$ cat src/rtl/vga_framebuffer_reader.sv
// VGA 640x480@60 timing generator that scans the frame-buffer read port in raster order
// and realigns syncs/flags with the BRAM read latency so all pins change together.
module vga_framebuffer_reader #(
  parameter int H_ACTIVE = 640,
  parameter int H_FP     = 16,
  parameter int H_SYNC   = 96,
  parameter int H_BP     = 48,
  parameter int V_ACTIVE = 480,
  parameter int V_FP     = 10,
  parameter int V_SYNC   = 2,
  parameter int V_BP     = 33,
  parameter int SYNC_POL = 0,
  parameter int RD_LAT   = 1
) (
  input  logic        pclk,
  input  logic        rst_n,
  input  logic        en,
  output logic        rd_en,
  output logic [18:0] rd_addr,
  input  logic [11:0] rd_data,
  output logic        vga_hs,
  output logic        vga_vs,
  output logic [3:0]  vga_r,
  output logic [3:0]  vga_g,
  output logic [3:0]  vga_b,
  output logic        frame_start
);

  localparam int H_TOTAL = H_ACTIVE + H_FP + H_SYNC + H_BP;
  localparam int V_TOTAL = V_ACTIVE + V_FP + V_SYNC + V_BP;
  localparam int HW      = $clog2(H_TOTAL);
  localparam int VW      = $clog2(V_TOTAL);
  localparam int PIPE    = RD_LAT + 1;

  localparam logic [HW-1:0] H_LAST     = HW'(H_TOTAL - 1);
  localparam logic [HW-1:0] H_VIS      = HW'(H_ACTIVE);
  localparam logic [HW-1:0] HS_BEGIN   = HW'(H_ACTIVE + H_FP);
  localparam logic [HW-1:0] HS_END     = HW'(H_ACTIVE + H_FP + H_SYNC);
  localparam logic [VW-1:0] V_LAST     = VW'(V_TOTAL - 1);
  localparam logic [VW-1:0] V_VIS      = VW'(V_ACTIVE);
  localparam logic [VW-1:0] VS_BEGIN   = VW'(V_ACTIVE + V_FP);
  localparam logic [VW-1:0] VS_END     = VW'(V_ACTIVE + V_FP + V_SYNC);
  localparam logic [18:0]   PIX_LAST   = 19'(H_ACTIVE * V_ACTIVE - 1);
  localparam logic          SYNC_ON    = (SYNC_POL != 0);

  typedef enum logic {
    IDLE,
    RUN
  } state_t;

  state_t          state_q;
  state_t          state_d;
  logic [HW-1:0]   hcnt;
  logic [VW-1:0]   vcnt;
  logic [18:0]     pix_cnt;
  logic            running;
  logic            line_end;
  logic            frame_end;
  logic            active0;
  logic            hs0;
  logic            vs0;
  logic            first0;
  logic [PIPE-1:0] act_pipe;
  logic [PIPE-1:0] hs_pipe;
  logic [PIPE-1:0] vs_pipe;
  logic [PIPE-1:0] first_pipe;

  assign running   = (state_q == RUN);
  assign line_end  = (hcnt == H_LAST);
  assign frame_end = line_end && (vcnt == V_LAST);

  always_ff @(posedge pclk or negedge rst_n) begin
    if (!rst_n) begin
      state_q <= IDLE;
    end else begin
      state_q <= state_d;
    end
  end

  // en is only honoured on the last cycle of a frame so a frame is never cut short
  always_comb begin
    state_d = state_q;
    case (state_q)
      IDLE:    if (en) state_d = RUN;
      RUN:     if (frame_end && !en) state_d = IDLE;
      default: state_d = IDLE;
    endcase
  end

  always_ff @(posedge pclk or negedge rst_n) begin
    if (!rst_n) begin
      hcnt <= '0;
      vcnt <= '0;
    end else if (!running) begin
      hcnt <= '0;
      vcnt <= '0;
    end else if (line_end) begin
      hcnt <= '0;
      vcnt <= (vcnt == V_LAST) ? '0 : vcnt + 1'b1;
    end else begin
      hcnt <= hcnt + 1'b1;
    end
  end

  assign active0 = running && (hcnt < H_VIS) && (vcnt < V_VIS);
  assign hs0     = running && (hcnt >= HS_BEGIN) && (hcnt < HS_END);
  assign vs0     = running && (vcnt >= VS_BEGIN) && (vcnt < VS_END);
  assign first0  = active0 && (hcnt == '0) && (vcnt == '0);

  // Linear pixel counter never resets per line; it saturates so the address stays in range
  always_ff @(posedge pclk or negedge rst_n) begin
    if (!rst_n) begin
      pix_cnt <= '0;
      rd_en   <= 1'b0;
      rd_addr <= '0;
    end else begin
      rd_en <= active0;
      if (!running) begin
        rd_addr <= '0;
      end else if (active0) begin
        rd_addr <= pix_cnt;
      end
      if (!running || frame_end) begin
        pix_cnt <= '0;
      end else if (active0 && (pix_cnt != PIX_LAST)) begin
        pix_cnt <= pix_cnt + 1'b1;
      end
    end
  end

  always_ff @(posedge pclk or negedge rst_n) begin
    if (!rst_n) begin
      act_pipe   <= '0;
      hs_pipe    <= '0;
      vs_pipe    <= '0;
      first_pipe <= '0;
    end else begin
      act_pipe   <= {act_pipe[PIPE-2:0], active0};
      hs_pipe    <= {hs_pipe[PIPE-2:0], hs0};
      vs_pipe    <= {vs_pipe[PIPE-2:0], vs0};
      first_pipe <= {first_pipe[PIPE-2:0], first0};
    end
  end

  // Last pipe stage lines up with rd_data; this register is the common output stage
  always_ff @(posedge pclk or negedge rst_n) begin
    if (!rst_n) begin
      vga_hs      <= ~SYNC_ON;
      vga_vs      <= ~SYNC_ON;
      vga_r       <= '0;
      vga_g       <= '0;
      vga_b       <= '0;
      frame_start <= 1'b0;
    end else begin
      vga_hs      <= hs_pipe[PIPE-1] ? SYNC_ON : ~SYNC_ON;
      vga_vs      <= vs_pipe[PIPE-1] ? SYNC_ON : ~SYNC_ON;
      frame_start <= first_pipe[PIPE-1];
      if (act_pipe[PIPE-1]) begin
        {vga_r, vga_g, vga_b} <= rd_data;
      end else begin
        {vga_r, vga_g, vga_b} <= '0;
      end
    end
  end

endmodule
$ cat config.mk
export PLATFORM = sky130hd
export DESIGN_NAME = vga_framebuffer_reader
export DESIGN_NICKNAME = d
export VERILOG_FILES = /design/src/rtl/vga_framebuffer_reader.sv
export SDC_FILE = /design/constraint.sdc
export NUM_CORES = 1
export LEC_CHECK = 0
export CAP_MARGIN = 40
export CORE_UTILIZATION = 59
export DETAILED_ROUTE_END_ITERATION = 10
export HOLD_SLACK_MARGIN = 0.12
export PLACE_DENSITY = 0.95
export SLEW_MARGIN = 15
export SYNTH_ARGS = -nofsm -noshare
export SYNTH_HDL_FRONTEND = slang
export SYNTH_SLANG_ARGS = --single-unit
$ cat constraint.sdc
create_clock -name pclk -period 3.7 [get_ports pclk]
set_input_delay 0.74 -clock pclk [delete_from_list [all_inputs] [get_ports pclk]]
set_output_delay 0.74 -clock pclk [all_outputs]
set_load 0.05 [all_outputs]
# ---- Yosys cells after proc, flatten, opt, wreduce, memory -nomap -nowiden
# Index checks and enable logic that the tools add are counted.
dict set report word_totals {
  register_bits 83
  elab_cells 65
  out_inout_bits 35
  in_bits 15
}
dict set report classes {
  bitwise_logic 1
  order_cmp 6
  n_mux 17
  n_reduce_logical 17
  n_addsub 3
  eq_ne 5
}
# operator n
set op_table {}
lappend op_table {{two-way mux 19 bit} 4}
lappend op_table {{two-way mux 10 bit} 5}
lappend op_table {{adder 10 x 1 -> 10 bit, second input constant} 2}
lappend op_table {{equality test 10 bit, second input constant} 2}
lappend op_table {{logical NOT 10 bit} 2}
lappend op_table {{< comparator 10 bit, second input constant} 2}
lappend op_table {{< comparator 10 x 9 -> 1 bit, second input constant} 2}
lappend op_table {{adder 19 x 1 -> 19 bit, second input constant} 1}
lappend op_table {{!= test 19 bit, second input constant} 1}
lappend op_table {{two-way mux 4 bit} 3}
lappend op_table {{logical AND 1 bit} 11}
lappend op_table {{greater-or-equal comparator 10 bit, second input constant} 1}
lappend op_table {{greater-or-equal comparator 10 x 9 -> 1 bit, second input constant} 1}
lappend op_table {{two-way mux 1 bit} 4}
lappend op_table {{!= test 2 x 1 -> 1 bit, second input constant} 2}
lappend op_table {{logical NOT 1 bit} 2}
lappend op_table {{case mux 1 bit (2 select lines)} 1}
lappend op_table {{nonzero test 2 bit} 1}
lappend op_table {{logical OR 1 bit} 1}
lappend op_table {{NOT 1 bit} 1}

# ---- Longest topological paths before layout
# Gate-level depths: netlist of the first run.
dict set report logic_depth {
  word_depth 6
  ltp_mapped 7
}

# ---- Least setup slack after synthesis of the first run
# Ideal clock, no wire load.
dict set report synth_timing {
  path_kind {reg2reg}
  start {register hcnt[0]}
  end {register pix_cnt[16]}
  synth_period_minus_slack_ns 1.930
  path_stages_with_launch 8
  setup_slack_ns 1.770
  path_buffers 2
  t_arrival_ns 1.796
  path_cell_list {dfrtp_1 -> ha_1 -> nand3_1 -> or4_1 -> buf_2 -> o21ai_4 -> buf_2 -> a21oi_1}
}
dict set report synth_via {
  elab_chain_cells 5
  elab_cells_between_ends 9
  classes_between {order compare (1); eq/ne (1); mux (1); reduce/logical (6)}
}
# item line_no
set synth_lines {}
lappend synth_lines {{start: declaration} 53} ;# logic [HW-1:0] hcnt;
lappend synth_lines {{start signal: assignment} 101} ;# hcnt <= hcnt + 1'b1;
lappend synth_lines {{< comparator 10 bit} 105} ;# assign active0 = running && (hcnt < H_VIS) && (vcnt < V_VIS);
lappend synth_lines {{logical AND 1 bit (2 in series)} 105}
lappend synth_lines {{logical AND 1 bit} 125} ;# end else if (active0 && (pix_cnt != PIX_LAST)) begin
lappend synth_lines {{nonzero test 2 bit (no line)} n/a}
lappend synth_lines {{end signal: assignment} 126} ;# pix_cnt <= pix_cnt + 1'b1;
lappend synth_lines {{end: declaration} 55} ;# logic [18:0] pix_cnt;
# Several ways; a longest one is shown, not always the timed one.
# A chain may end at the register's enable or synchronous reset.

# ---- Worst setup path after layout of the first run
dict set report layout_timing {
  start {register hcnt[0]}
  end {register vcnt[0]}
}
dict set report layout_via {
  elab_chain_cells 2
}
# item line_no
set layout_lines {}
lappend layout_lines {{equality test 10 bit} 69} ;# assign line_end = (hcnt == H_LAST);
lappend layout_lines {{!= test 2 x 1 -> 1 bit (no line)} n/a}
lappend layout_lines {{end signal: assignment} 99} ;# vcnt <= (vcnt == V_LAST) ? '0 : vcnt + 1'b1;
lappend layout_lines {{end: declaration} 54} ;# logic [VW-1:0] vcnt;
# No other way between the ends.

==> results of run 1 <==
-- critical path, stage by stage, from the launching register on --
cell,delay [ns]
dfrtp_1,0.41
ha_1,0.22
nand3_1,0.22
or4_1,0.92
o21ai_4,0.50
nor2_1,0.09
-- cells by family after synthesis --
kind of cell	share of synthesized area, %
buffers and inverters	4.340
AO/OA/AOI/OAI	11.78
XOR/XNOR	1.828
AND/OR/NAND/NOR	24.22
multiplexers	2.611
flip-flops	53.59
adder cells (fa/ha/maj)	1.632
-- path summary, 6_finish.rpt --
| path | slack, ns | from | cells after the start | endpoint |
|---|---|---|---|---|
| max | 1.22 | hcnt[0] | 5 | vcnt[0] |
| min | 0.29 | rst_n | 1 | act_pipe[0] |
| max reg2reg | 1.22 | hcnt[0] | 5 | vcnt[0] |
| min reg2reg | 0.35 | vs_pipe[0] | 0 | vs_pipe[1] |
| max in group asynchronous | 2.77 | rst_n | 2 | vga_hs |
| min in group pclk | 0.35 | vs_pipe[0] | 0 | vs_pipe[1] |
-- sequential cells by signal, indices dropped and copies added (netlist names) --
register     count
first_pipe       2
vs_pipe          2
hs_pipe          2
hcnt            10
vga_g            4
act_pipe         2
vga_r            4
vga_hs           1
vcnt            10
rd_addr         19
pix_cnt         19
vga_vs           1
running          1
frame_start      1
vga_b            4
-- cells in the mapped netlist, types with 5 or more instances --
cell type  number  area share (%)
buf_2           5            0.65
o21ai_0        12             1.6
ha_1            5             1.6
inv_1          13             1.3
nand3_1        30             3.9
or4_1           9             1.8
clkbuf_1       12             1.2
a21oi_1        17             2.2
and2_1         16             2.6
dfrtp_1        80              52
a211oi_1        8             1.6
nand4_1        12             2.0
nand2_1        50             4.9
mux2i_1        10             2.6
or3_1           5            0.82
xor2_1          5             1.1
nor2_1         12             1.2
o211ai_1       11             2.2
o31ai_1         6             1.2
-- layout make-up --
| cell class | count | area (um^2) |
|---|---|---|
| sequential | 82 | 2054 |
| fill | 448 | 1767 |
| multi-input combinational | 259 | 1613 |
| timing repair buffer | 53 | 538.0 |
| clock buffer | 10 | 137.6 |
| tap | 77 | 96.34 |
| clock inverter | 5 | 55.05 |
| inverter | 14 | 52.55 |
-- power by group --
part,switching (mW),total [mW],internal (mW)
registers,0.00176,0.904,0.902
clock network,0.313,0.637,0.324
logic,0.0470,0.0770,0.0300
-- routing by layer --
metal	vias to the layer above	global-route usage (%)
li1	1441	-
met1	1484	35.35
met3	16	6.484
met2	132	43.64
met4	0	11.55
met5	-	0
==> metrics.csv, run 1 <==
metric;value;unit
cell count after synthesis;378;
vias in the first global route;2860;
commonest non-fill, non-tap cell in the layout;dfrtp_1;
Avg WL per Cell;16.92;um
CP Capture Type;flop;
Sum Neg Setup Slack;0;ns
CTS buffer count;9;
Setup-failing EPs final;0;
Final min period;2.478;ns
Distinct cells, synth;55;
RSZ-0062 raised after global routing;false;
P per Cell Area;355.8;mW/mm^2
Die X;82.61;um
Routed WL;8.460;mm
setup repair bufs after CTS;0;
worst-margin pin slew;0.8075;ns
RD Place Congestion;0.9165;
pin count of the biggest net entering global routing;58;
EDFF count, synth;0;
Clk Latency, worst-skew pair;0.36;ns
Worst Path Required;3.94;ns
die footprint;0.006824;mm^2
Synth Net Count;398;
number of nets with antenna violations after routing;0;
routed wl met3;613;um
total track usage;27.20;%
kind of critical path;reg -> reg;
total power;1.618;mW
max-slew violation count;0;
achievable frequency;403.5;MHz
Ys Warns;0;
Startpoint Class;flop;
H-tree depth;3;
TritonCTS clock tree;built;
Ant. Diodes;0;
prevailing post-synth register cell;dfrtp_1;
Final Util;72.02;%
clock root cell;clkbuf_8;
DRC viols;0;
Avg Cell Area, Syn;10.14;um^2
top layer in use;met4;
post-synthesis sequential area ratio;53.59;%
num ports;50;
Net count, final;439;
Max-cap violations;0;
die span in y;82.61;um
ys async rst share;100.0;%
FP Rows;29;
most frequent cells in the layout;dfrtp_1, nand2_1, clkdlybuf4s50_1;
Post-Syn Area;0.003834;mm^2
DR vias/cell;6.146;
CP max FO;23;
VDD IR-drop max;0.0002337;V
Buffers on Ports;49;
metal2 WL;4.179;mm
drt pass-1 iters;4;
post_cts resized;0;
worst setup margin;1.222;ns
post-route clock skew;0.009343;ns
Longest Clk Path Bufs;2;
LEAKAGE;1.890;nW
first-pass GRT wire length;13.71;mm
M1 wire length;3.520;mm
Detailed Place HPWL;5.650;mm
layout cell share with drive strength beyond 1;7.329;%
Area Overhead vs Synth;18.60;%
Clk pin slew, worst setup/hold paths;0.08;ns
placed inst area;0.004354;mm^2
initial antenna violation count;0;
Arrival @ worst endpoint;2.72;ns
drt first-iter violations;282;
hold_buf cts;0;
outcome;finished clean;
via count;3073;
fin crit share;66.98;%
Min Hold Slack;0.2866;ns
Design Area, Final;0.004547;mm^2
Post-Layout Cell Count;500;
Core Region;0.006314;mm^2
dpl cells;485;
Synth Register Bits;82;
Clock Sink Count;82;
Hold Crit Class;in -> async;
total congestion overflow;0;
dpl ws;1.237;ns
Final Hold Viols;0;
Starting Density;60.72;%
relative slew slack;45.67;%
(Power assumes the default switching activity.)
==> run 2, diff against run 1 <==
Settings changed: CORE_UTILIZATION 59 to 55, PLACE_DENSITY 0.95 to 0.91.
Clock period 3.7 ns to 2.4 ns, I/O delays scaled along.
==> run 2 against run 1 <==
Effect of this change:
- clock power increased by 76%
- sequential share of layout area decreased by 0.87 points
- worst setup slack got worse by 0.98 ns
- clock-buffer cell count decreased by 1
- total power increased by 63%
- largest power group unchanged
- worst hold slack improved by 0.061 ns
==> metrics.csv, run 2 (synthesis gave the netlist of run 1 again) <==
metric;value;unit;change
achievable frequency;464.1;MHz;
vias in the first global route;2981;;+4.2%
pin count of the biggest net entering global routing;46;;-21%
RD Place Congestion;0.8978;;-2.0%
VDD IR-drop max;0.0004014;V;+72%
Clock Sink Count;82;;unchanged
placed inst area;0.004403;mm^2;+1.1%
Design Area, Final;0.004636;mm^2;+2.0%
drt pass-1 iters;4;;unchanged
RSZ-0062 raised after global routing;false;;
critical path buffer and inverter count;1;;+1
total power;2.633;mW;+63%
commonest non-fill, non-tap cell in the layout;dfrtp_1;;
die span in y;85.49;um;+3.5%
Ant. Diodes;0;;unchanged
relative slew slack;64.17;%;+18 points
M1 wire length;3.698;mm;+5.1%
multi-input logic area;0.001613;mm^2;unchanged
initial antenna violation count;0;;unchanged
CP Capture Type;output port;;
TritonCTS clock tree;built;;
Routed WL;8.325;mm;-1.6%
DRC viols;0;;unchanged
Max-cap violations;0;;unchanged
P per Cell Area;567.9;mW/mm^2;+60%
Detailed Place HPWL;5.521;mm;-2.3%
CP Launch Point;vga_hs;;
crit path to;vga_hs;;
LEAKAGE;1.940;nW;+2.6%
fin crit share;89.77;%;
Startpoint Class;flop;;
top layer in use;met4;;
Worst Path Required;1.92;ns;-2.02 ns
FP Rows;30;;+3.4%
via count;3109;;+1.2%
total congestion overflow;0;;unchanged
Clk pin slew, worst setup/hold paths;0.09;ns;about the same
post-route clock skew;0.01063;ns;+0.001286 ns
critical path's slowest cell;clkdlybuf4s50_1;;
max-slew violation count;0;;unchanged
CP max FO;1;;-96%
Area Overhead vs Synth;20.92;%;
Buffers on Ports;49;;unchanged
outcome;finished clean;;
Reg2Reg Depth;6;;+1
total track usage;24.77;%;-2.4 points
hold_buf cts;1;;+1
num ports;50;;unchanged
clock root cell;clkbuf_8;;
Setup-failing EPs final;0;;unchanged
Final min period;2.155;ns;
Final Hold Viols;0;;unchanged
FF-to-FF setup slack;0.29;ns;-0.93 ns
Die X;85.49;um;+3.5%
Longest Clk Path Bufs;2;;unchanged
die footprint;0.007309;mm^2;+7.1%
number of nets with antenna violations after routing;0;;unchanged
Starting Density;56.74;%;-4.0 points
metal2 WL;4.002;mm;-4.2%
CTS buffer count;9;;unchanged
worst setup margin;0.2454;ns;-0.9761 ns
Arrival @ worst endpoint;1.67;ns;-1.05 ns
Reg area;0.002054;mm^2;unchanged
setup repair bufs after CTS;0;;unchanged
H-tree depth;3;;unchanged
worst reg2reg path endpoint;pix_cnt[4];;
routed wl met3;437;um;-29%
Sum Neg Setup Slack;0;ns;unchanged
drt first-iter violations;155;;-45%
Hold Crit Class;reg -> reg;;
CP max stage delay;0.79;ns;-0.13 ns
dpl ws;0.3069;ns;-0.9298 ns
Fill cells;502;;+12%
Clk Latency, worst-skew pair;0.36;ns;about the same
Top Registers;pix_cnt (19), rd_addr (19);;
most frequent cells in the layout;dfrtp_1, nand2_1, clkdlybuf4s50_1;;
first-pass GRT wire length;14.06;mm;+2.5%
worst-margin pin slew;0.5375;ns;-0.2700 ns
kind of critical path;reg -> out;;
Avg WL per Cell;16.26;um;-3.9%
CP Cell Sequence;clkdlybuf4s50_1;;
post_cts resized;0;;unchanged
worst r2r src;hcnt[0];;
Crit. path cell count;1;;-4
DR vias/cell;6.072;;-1.2%
Core Region;0.006756;mm^2;+7.0%
layout cell share with drive strength beyond 1;9.028;%;+1.7 points
Net count, final;447;;+1.8%
CP delay by family, top;buffers and inverters;;
[run 2: cell types whose count changed in the layout (fill, tap and decap cells not counted)]
cell / previous run / this run
bufinv_16: 1 / 2
clkinvlp_4: 2 / 1
buf_16: 1 / 0
dlygate4sd3_1: 0 / 1
buf_4: 4 / 11
clkbuf_8: 10 / 9
buf_12: 0 / 1
inv_6: 0 / 3
clkinv_2: 2 / 1
[run 2: how the worst min path moves through the flow]
stage / startpoint / to / slack (ns) / cells past startpoint
CTS: hs_pipe[1] / vga_hs / 0.35 / 1
finish: hs_pipe[1] / vga_hs / 0.35 / 1
global placement: vs_pipe[0] / vs_pipe[1] / 0.33 / 0
detailed placement: first_pipe[0] / first_pipe[1] / 0.34 / 0
floorplan: rst_n / act_pipe[0] / 0.18 / 0
global route: first_pipe[0] / first_pipe[1] / 0.36 / 0
[run 2: through the flow]
stage,hold slack (ns),util [%],instances
after detailed placement,0.3355,65.17,495
after CTS,0.3518,68.61,512
final,0.3480,68.61,512
after global placement,0.3324,65.17,495
after global routing,0.3617,68.61,512
after floorplan,0.1844,-,378
[run 2: layout make-up]
cell class | count | share of cell area [%]
Inverter | 14 | 1.134
Clock buffer | 9 | 2.672
Timing Repair Buffer | 61 | 12.79
Tap cell | 80 | 2.159
Clock inverter | 7 | 2.132
Multi-Input combinational cell | 259 | 34.79
Sequential cell | 82 | 44.32
[run 2: per-layer routing]
metal	vias to the layer above	global-route usage [%]
met3	18	5.390
met2	124	38.98
met5	-	0
met1	1499	33.16
met4	0	11.36
li1	1468	-
[run 2: power by group]
group	switching (mW)	internal [mW]	leakage (nW)
sequential	0.00237	1.39	1.06
combinational	0.0737	0.0470	0.772
clock	0.525	0.595	0.111
total	0.601	2.03	1.94
